===== src/rtl/ahb_arbiter_pkg.sv =====
// Shared AHB encodings and helpers for the bus-matrix arbiter.
// Holds HTRANS/HBURST/HRESP codes and the burst-length lookup.
package ahb_arbiter_pkg;

    typedef enum logic [1:0] {
        HTRANS_IDLE   = 2'b00,
        HTRANS_BUSY   = 2'b01,
        HTRANS_NONSEQ = 2'b10,
        HTRANS_SEQ    = 2'b11
    } htrans_e;

    typedef enum logic [2:0] {
        HBURST_SINGLE = 3'b000,
        HBURST_INCR   = 3'b001,
        HBURST_WRAP4  = 3'b010,
        HBURST_INCR4  = 3'b011,
        HBURST_WRAP8  = 3'b100,
        HBURST_INCR8  = 3'b101,
        HBURST_WRAP16 = 3'b110,
        HBURST_INCR16 = 3'b111
    } hburst_e;

    typedef enum logic [1:0] {
        HRESP_OKAY  = 2'b00,
        HRESP_ERROR = 2'b01,
        HRESP_RETRY = 2'b10,
        HRESP_SPLIT = 2'b11
    } hresp_e;

    // Beats still to come after the NONSEQ of a burst.
    function automatic logic [3:0] burst_beats(input logic [2:0] b);
        logic [3:0] r;
        r = 4'd0;
        case (b)
            HBURST_WRAP4,  HBURST_INCR4:  r = 4'd3;
            HBURST_WRAP8,  HBURST_INCR8:  r = 4'd7;
            HBURST_WRAP16, HBURST_INCR16: r = 4'd15;
            default:                      r = 4'd0;
        endcase
        return r;
    endfunction

    function automatic logic is_fixed(input logic [2:0] b);
        return (b != HBURST_SINGLE) && (b != HBURST_INCR);
    endfunction

endpackage


===== src/rtl/ahb_rr_picker.sv =====
// Round-robin picker: searches req_i from last_i+1, wrapping, so last_i is
// checked last. Ports: req_i, last_i in; one-hot gnt_o, idx_o, valid_o out.
module ahb_rr_picker #(
    parameter int unsigned N = 4
) (
    input  logic [N-1:0] req_i,
    input  logic [3:0]   last_i,
    output logic [N-1:0] gnt_o,
    output logic [3:0]   idx_o,
    output logic         valid_o
);

    int unsigned  pos;
    logic [N-1:0] hit;

    always_comb begin
        gnt_o   = '0;
        idx_o   = '0;
        valid_o = 1'b0;
        pos     = 0;
        hit     = '0;
        for (int unsigned k = 1; k <= N; k++) begin
            pos = 32'(last_i) + k;
            if (pos >= N) begin
                pos = pos - N;
            end
            hit = req_i & (N'(1) << pos);
            if (!valid_o && (|hit)) begin
                gnt_o   = hit;
                idx_o   = 4'(pos);
                valid_o = 1'b1;
            end
        end
    end

endmodule


===== src/rtl/ahb_arbiter.sv =====
// AHB layer arbiter: round-robin grant with burst/lock hold, split masking
// and default master. In: HCLK, HRESETn, HBUSREQ, HLOCK, HTRANS, HBURST,
// HREADY, HRESP, HSPLIT. Out (registered): HGRANT, HMASTER, HMASTLOCK.
module ahb_arbiter
    import ahb_arbiter_pkg::*;
#(
    parameter int unsigned NUM_MASTERS    = 4,
    parameter int unsigned DEFAULT_MASTER = 0
) (
    input  logic                   HCLK,
    input  logic                   HRESETn,
    input  logic [NUM_MASTERS-1:0] HBUSREQ,
    input  logic [NUM_MASTERS-1:0] HLOCK,
    input  logic [1:0]             HTRANS,
    input  logic [2:0]             HBURST,
    input  logic                   HREADY,
    input  logic [1:0]             HRESP,
    input  logic [15:0]            HSPLIT,
    output logic [NUM_MASTERS-1:0] HGRANT,
    output logic [3:0]             HMASTER,
    output logic                   HMASTLOCK
);

    localparam logic [NUM_MASTERS-1:0] DEF_OH =
        NUM_MASTERS'(1) << DEFAULT_MASTER;
    localparam logic [3:0] DEF_IDX = 4'(DEFAULT_MASTER);

    logic [NUM_MASTERS-1:0] grant_q, grant_d;
    logic [3:0]             gidx_q, gidx_d;
    logic [3:0]             hmaster_q;
    logic                   hmastlock_q;
    logic [3:0]             beats_q, beats_d;
    logic [NUM_MASTERS-1:0] split_q, split_d;
    logic [3:0]             dmaster_q;
    logic                   err_q;

    logic                   owner_lock;
    logic                   resp_err;
    logic                   resp_first;
    logic                   resp_release;
    logic                   open_slot;
    logic                   last_beat;
    logic                   arb_en;
    logic                   lock_hold;
    logic [NUM_MASTERS-1:0] split_set;
    logic [NUM_MASTERS-1:0] pick_gnt;
    logic [3:0]             pick_idx;
    logic                   pick_valid;
    logic                   unused_hsplit;

    assign unused_hsplit = ^HSPLIT;

    assign owner_lock =
        |(HLOCK & (NUM_MASTERS'(1) << hmaster_q));

    // Two-cycle responses: only the HREADY-low cycle that follows a
    // non-error cycle counts as the first one.
    assign resp_err   = !HREADY && (HRESP != HRESP_OKAY);
    assign resp_first = resp_err && !err_q;
    assign resp_release = resp_first &&
        ((HRESP == HRESP_SPLIT) || (HRESP == HRESP_RETRY));

    assign open_slot = (beats_q == 4'd0) &&
        !((HTRANS == HTRANS_NONSEQ) && is_fixed(HBURST));
    assign last_beat = (HTRANS == HTRANS_SEQ) && (beats_q == 4'd1);

    assign arb_en = resp_first ||
        (HREADY && !hmastlock_q && !owner_lock &&
         (open_slot || last_beat));

    assign lock_hold = (hmastlock_q || owner_lock) && !resp_release;

    assign split_set = (resp_first && (HRESP == HRESP_SPLIT)) ?
        ((NUM_MASTERS'(1) << dmaster_q) & ~DEF_OH) : '0;

    // Set wins over a same-cycle release of the same master.
    assign split_d = (split_q & ~HSPLIT[NUM_MASTERS-1:0]) | split_set;

    // Eligibility uses the updated mask so a master being split now
    // cannot win the arbitration triggered by its own split.
    ahb_rr_picker #(
        .N(NUM_MASTERS)
    ) u_pick (
        .req_i  (HBUSREQ & ~split_d),
        .last_i (gidx_q),
        .gnt_o  (pick_gnt),
        .idx_o  (pick_idx),
        .valid_o(pick_valid)
    );

    always_comb begin
        grant_d = grant_q;
        gidx_d  = gidx_q;
        if (arb_en && !lock_hold) begin
            if (pick_valid) begin
                grant_d = pick_gnt;
                gidx_d  = pick_idx;
            end else begin
                grant_d = DEF_OH;
                gidx_d  = DEF_IDX;
            end
        end
    end

    always_comb begin
        beats_d = beats_q;
        if (resp_first) begin
            beats_d = 4'd0;
        end else if (HREADY) begin
            case (HTRANS)
                HTRANS_NONSEQ: beats_d = burst_beats(HBURST);
                HTRANS_SEQ:
                    beats_d = (beats_q == 4'd0) ? 4'd0 : beats_q - 4'd1;
                HTRANS_IDLE:   beats_d = 4'd0;
                default:       beats_d = beats_q;
            endcase
        end
    end

    always_ff @(posedge HCLK or negedge HRESETn) begin
        if (!HRESETn) begin
            grant_q     <= DEF_OH;
            gidx_q      <= DEF_IDX;
            hmaster_q   <= DEF_IDX;
            hmastlock_q <= 1'b0;
            beats_q     <= 4'd0;
            split_q     <= '0;
            dmaster_q   <= DEF_IDX;
            err_q       <= 1'b0;
        end else begin
            grant_q <= grant_d;
            gidx_q  <= gidx_d;
            beats_q <= beats_d;
            split_q <= split_d;
            err_q   <= resp_err;
            if (HREADY) begin
                dmaster_q   <= hmaster_q;
                hmaster_q   <= gidx_q;
                hmastlock_q <= |(HLOCK & grant_q);
            end
        end
    end

    assign HGRANT    = grant_q;
    assign HMASTER   = hmaster_q;
    assign HMASTLOCK = hmastlock_q;

endmodule


===== config.mk =====
export PLATFORM = sky130hd
export DESIGN_NAME = ahb_arbiter
export DESIGN_NICKNAME = d
export VERILOG_FILES = /design/src/rtl/ahb_arbiter_pkg.sv /design/src/rtl/ahb_rr_picker.sv /design/src/rtl/ahb_arbiter.sv
export SDC_FILE = /design/constraint.sdc
export NUM_CORES = 1
export LEC_CHECK = 0
export BUFFER_PORTS_ARGS = -buffer_cell sky130_fd_sc_hd__buf_2
export CAP_MARGIN = 25
export CORE_ASPECT_RATIO = 0.6
export CORE_MARGIN = 5
export CORE_UTILIZATION = 40
export CTS_CLUSTER_DIAMETER = 80
export DETAILED_ROUTE_END_ITERATION = 16
export MAX_ROUTING_LAYER = met4
export PLACE_DENSITY = 0.59
export SETUP_SLACK_MARGIN = 0.4
export SLEW_MARGIN = 20
export SYNTH_ARGS = -nofsm -noshare
export SYNTH_HDL_FRONTEND = slang
export SYNTH_SLANG_ARGS = --single-unit
export TNS_END_PERCENT = 1

===== constraint.sdc =====
create_clock -name HCLK -period 6.4 [get_ports HCLK]
set_clock_uncertainty 0.1 [all_clocks]
set_input_delay 0.32 -clock HCLK [delete_from_list [all_inputs] [get_ports HCLK]]
set_output_delay 0.32 -clock HCLK [all_outputs]
set_load 0.05 [all_outputs]

## Word-level counts from Yosys, hierarchy flattened

Index checks and enable logic that the tools add are counted.

- RAM bits: 0
- Input bits: 34
- Bits in read-only memories: 0
- Word-level logic and storage cells: 120
- Output and inout port bits: 9
- Memories: 0
- Bits in latches: 0
- Register bits: 26

- Equality and inequality tests: 12
- Magnitude comparators: 4
- Muxes and demuxes: 24
- Add/sub/neg operators: 9
- Shifts and indexed selects: 6
- Bitwise gates (word level): 11
- Multipliers: 0
- Div/mod/pow operators: 0
- Reduce and logical (&&, ||, !) cells: 46

Operator list:

| operator | number |
|---|---|
| 32-bit by 3-bit >= comparator with 1-bit output, second input constant | 4 |
| 32-bit 2-to-1 mux | 4 |
| 1-bit by 32-bit << shifter with 4-bit output, first input constant | 4 |
| 32-bit by 3-bit subtractor with 32-bit output, second input constant | 4 |
| 4-bit 2-to-1 mux | 14 |
| 4-bit AND | 8 |
| 4-bit case mux with 3 select lines | 2 |
| 4-bit OR reduction | 6 |
| 1-bit logical AND | 16 |
| 3-bit == test, second input constant | 4 |
| 4-bit by 2-bit adder with 5-bit output, second input constant | 2 |
| 1-bit zero test | 10 |
| 2-bit == test, second input constant | 4 |
| 4-bit NOT | 2 |
| 1-bit by 4-bit << shifter with 4-bit output, first input constant | 2 |
| 3-bit by 2-bit == test with 1-bit output, second input constant | 2 |
| 2-bit OR reduction | 3 |
| 4-bit by 1-bit adder with 5-bit output, second input constant | 1 |
| 4-bit by 3-bit adder with 5-bit output, second input constant | 1 |
| 4-bit by 1-bit == test with 1-bit output, second input constant | 1 |
| 4-bit zero test | 1 |
| 1-bit logical OR | 4 |
| 1-bit 2-to-1 mux | 4 |
| 4-bit OR | 1 |
| 7 further kinds | 8 |

## Logic depth before layout (Yosys ltp)

- Word-level depth: 21
- Mapped depth: 12
- Gate-level depth less buffers: 11

## By module

Synthesis repeated with hierarchy kept, for this count alone.

- Cells, all modules: 259
- Area total of the unflattened synthesis: 2501.1 sq um

By module, submodules not included:

| module | times used | cells each | area each (sq um) |
|---|---|---|---|
| ahb_arbiter | 1 | 111 | 1261.2 |
| ahb_rr_picker | 1 | 148 | 1239.9 |

## Least setup slack after synthesis

OpenSTA, ideal clock, no wires.

- Path kind: register to register
- From: register gidx_q[0]
- To: register grant_q[1] (netlist: HGRANT[1])
- Buffers on the path: 1
- Path slack: 3.317 ns
- Data arrival time: 2.849 ns
- Period minus slack after synthesis: 3.083 ns
- Stages on the path, launching flop included: 12
- Cells stage by stage: dfrtp_1 clkbuf_1 clkinv_1 ha_1 xor2_1 ha_1 ha_1 o211a_1 a22o_1 and2_1 o41ai_1 a31oi_1

- Cells in the longest elaborated chain, start to end: 17
- Elaborated cells between the ends (all ways): 43

Ends and longest elaborated chain:

| item | RTL line | source |
|---|---|---|
| from (decl) | ahb_arbiter.sv:29 | `logic [3:0] gidx_q, gidx_d;` |
| from (signal assigned) | ahb_arbiter.sv:132 | `gidx_q <= gidx_d;` |
| 4-bit by 1-bit adder with 5-bit output | ahb_rr_picker.sv:23 | `pos = 32'(last_i) + k;` |
| 32-bit by 3-bit subtractor with 32-bit output or 32-bit by 3-bit >= comparator with 1-bit output (tied branches) | ahb_rr_picker.sv:25, ahb_rr_picker.sv:24 |  |
| 32-bit 2-to-1 mux | ahb_rr_picker.sv:24 | `if (pos >= N) begin` |
| 1-bit by 32-bit << shifter with 4-bit output | ahb_rr_picker.sv:27 | `hit = req_i & (N'(1) << pos);` |
| 4-bit AND | ahb_rr_picker.sv:27 |  |
| 4-bit OR reduction | ahb_rr_picker.sv:28 | `if (!valid_o && (\|hit)) begin` |
| 1-bit 2-to-1 mux | ahb_rr_picker.sv:28 |  |
| 1-bit zero test | ahb_rr_picker.sv:28 |  |
| 1-bit logical AND | ahb_rr_picker.sv:28 |  |
| 1-bit 2-to-1 mux | ahb_rr_picker.sv:28 |  |
| 1-bit zero test | ahb_rr_picker.sv:28 |  |
| 1-bit logical AND | ahb_rr_picker.sv:28 |  |
| 1-bit 2-to-1 mux | ahb_rr_picker.sv:28 |  |
| 1-bit zero test | ahb_rr_picker.sv:28 |  |
| 1-bit logical AND | ahb_rr_picker.sv:28 |  |
| 4-bit 2-to-1 mux or 1-bit 2-to-1 mux (tied branches) | ahb_rr_picker.sv:28 |  |
| 4-bit 2-to-1 mux (*) | ahb_arbiter.sv:95 | `if (pick_valid) begin` |
| to (signal assigned) | ahb_arbiter.sv:131 | `grant_q <= grant_d;` |
| to (decl) | ahb_arbiter.sv:28 | `logic [NUM_MASTERS-1:0] grant_q, grant_d;` |

Every way passes the cells marked *; elsewhere a longest branch is shown, timed or not.
A chain may end at the register's enable or synchronous reset.

## Worst setup path in the final report

- From: register gidx_q[1]
- To: register grant_q[1] (netlist: HGRANT[1])

The elaborated chain is that of the path after synthesis.

==> impl_results.md <==
- FF-to-FF path depth: 10
- Io pins: 43
- Global-route wire length before repair: 9998 um
- Dpl ws: 2.965 ns
- Status: finished clean
- Final WL: 6124 um
- Cells after synthesis: 263
- Sw power: 0.5209 mW
- Top-count cell post-synth: dfrtp_1
- CTS H-tree lvls: 1
- Worst setup SP type: flip-flop
- Slew headroom: 46.93%
- Cts bufs inserted: 3
- Share of the yosys chip area belonging to registers: 27.54%
- Pwr Density: 392.1 nW/um^2
- Largest net degree at the start of global routing: 27
- Reg area: 651.9 um^2
- WP data arrival: 3.53 ns
- Lkg Pwr: 1.167 nW
- Final setup margin: 2.903 ns
- Hold Fails Final Rpt: 0
- Synthesized Nets: 320
- Max Freq: 0.2859 GHz
- Via density: 5.875
- Routed wire per std cell: 16.60 um
- Inserted Diodes: 0
- Clock sinks: 26
- Crit path time final: 3.497 ns
- Placed instance area: 2574 um^2
- Fin crit share: 54.64%
- Router iterations before antenna repair: 4
- Filler cells: 557
- Syn Area/Cell: 9.001 um^2
- Initial Utilization: 41.90%
- Met2 Track Usage GR: 19.66%
- TritonCTS clock tree: done
- Setup tns final: 0 ns
- Vias in the first global route: 1954
- Synth cell types: 65
- Post-synth EDFFs: 0
- Nature of the critical path endpoint: flip-flop
- Post-synth top area share: 26.43%
- Die Span Y: 69.59 um
- Clock Tree Root: clkbuf_8
- Worst r2r src: gidx_q[1]
- Hold Crit Start: HSPLIT[0]
- Crit Path Max Fanout: 13
- Antenna violations before repair: 0
- CTS-repair resized insts: 0
- P_int: 0.5230 mW
- Clock network power share: 13.1%
- Maxcap violations: 0
- Busiest grt layer: met1
- # setup viols final: 0
- Clk Latency, worst-skew pair: 0.27 ns
- Synth Flop Type: dfrtp_1
- Asr flop ratio synth: 100.0%
- Core ar.: 5649 um^2
- Clock Pin Slew Worst Setup and Hold Paths: 0.10 ns
- Multi-input logic area: 1617 um^2
- Grt met3 use: 5.302%
- RSZ-0062 raised after global routing: no
- DRT antenna net count: 0
- Pins over their slew limit: 0
- Die ar.: 7607 um^2
- Rows: 21
- Share of layout cells above drive strength 1: 18.69%
- Critical path type: flip-flop to flip-flop
- Fin Hold WS: 0.1271 ns
- Worst hold path type: primary input to flip-flop
- Worst-Margin Slew: 0.7936 ns
- Critical Path RT: 6.44 ns
- Synth top area cells: dfrtp_1 26%, ha_1 12%, mux2_2 3.8%, nor2_1 3.8%, nand2_1 3.2%
- Critical path origin: gidx_q[1]
- Reg power frac: 23.4%
- Synth area leader: dfrtp_1
- Vias: 2168
- Fin area: 2663 um^2
- Area Growth Syn to Fin: 12.47%
- Number of port buffers: 29
- Seq cells post-synth: 26
- Gpl congestion: 0.9150
- Post-Route Utilization: 47.13%
- Met1 Track Usage GR: 28.30%
- Top cells by count, synth: 25 x dfrtp_1, 24 x nor2_1, 23 x ha_1
- Post-DP HPWL: 4771 um
- Max Root-Sink Buffers: 2
- Hold Crit Depth: 2
- Residual DRC count: 0
- GRT Util Overall: 16.82%
- Sw Share: 49.90%
- Ys Warns: 0
- Grt ovf: 0
- Final Net Count: 347
- Combinational share of power: 63.4%
- Maximum vdd drop: 0.2497 mV
- Die Wd: 109.3 um
- 1st-iter DRT viols: 189
- Synthesized area: 2367 um^2
critical path: stages, from the launching register on:
cell	delay (ns)
dfrtp_1	0.66
inv_1	0.32
ha_1	0.43
ha_1	0.22
ha_1	0.19
and2_1	0.15
o2111a_1	0.12
o2bb2ai_1	0.38
o32ai_1	0.31
o41ai_1	0.39
a31oi_1	0.08
cell type report:
| type | count | share of cell area [%] |
|---|---|---|
| multi-input cells | 213 | 60.71 |
| flip-flops and latches | 26 | 24.48 |
| repair buffers | 32 | 6.391 |
| well taps | 80 | 3.759 |
| inverters | 14 | 1.974 |
| clock buffers | 3 | 1.551 |
| clock inverters | 1 | 1.128 |
logic make-up (layout without fill, tap and decap cells):
family,after synthesis,in the layout,share of synthesized area (%)
simple gates,95,95,21.04
buf+inv,24,50,4.492
fa+ha+maj,23,23,12.16
xor+xnor,4,4,1.480
compound gates,79,79,26.22
flops,26,26,27.54
mux,12,12,7.082
timing repair:
action	in CTS	in global routing
endpoints found under the hold margin	25	0
setup endpoints to repair	0	0
buffers inserted	0	0
hold buffers	1	0
layer usage:
layer / share of wire (%) / up-vias
met3: 10 / 2
li1: - / 1054
met1: 54 / 1034
met5: 0 / -
met4: 0.065 / 0
met2: 35 / 78
placed cells by master (no fill, tap or decap), types with 2 or more instances in the layout:
master,count
a21o_1,2
a21oi_1,8
a22o_1,2
a22oi_1,7
a31oi_1,2
and2_1,4
and4_1,2
buf_2,29
buf_4,2
clkbuf_8,3
dfrtp_1,25
ha_1,23
inv_1,13
mux2_2,8
mux4_2,3
nand2_1,20
nand2b_1,11
nand3_1,3
nor2_1,24
nor2b_1,5
nor3_1,11
nor3b_1,6
o2111a_1,2
o2111ai_1,2
o211a_1,2
o211ai_1,7
o21ai_0,10
o21ai_1,3
o221ai_1,2
o22a_1,2
o22ai_1,3
o311a_4,2
o311ai_1,2
o31ai_1,4
xnor2_1,2
xor2_1,2
state kept, by name, indices dropped and copies added (netlist names):
signal,cells
HGRANT,4
HMASTER,4
beats_q,4
dmaster_q,4
gidx_q,4
split_q,4
HMASTLOCK,1
err_q,1
through the flow:
stage / std cells / power [mW]
finish: 369 / 1.044
global route: 369 / 1.118
CTS: 369 / 1.033
detailed placement: 364 / 0.8901
global placement: 364 / 0.8917
floorplan: 263 / 0.7397
worst paths after layout:
check | end | slack, ns
min reg2reg | HGRANT[0] | 0.44
max | HGRANT[1] | 2.90
min in group asynchronous | split_q[0] | 0.47
max in group asynchronous | beats_q[1] | 5.33
min | split_q[0] | 0.13
max reg2reg | HGRANT[1] | 2.90
power by group through the flow:
stage | Sequential, mW | Combinational, mW | Clock, mW
finish | 0.245 | 0.662 | 0.137
global route | 0.252 | 0.717 | 0.150
CTS | 0.245 | 0.647 | 0.140
detailed placement | 0.249 | 0.641 | 0
global placement | 0.246 | 0.646 | 0
floorplan | 0.308 | 0.432 | 0
(Power assumes the default switching activity.)
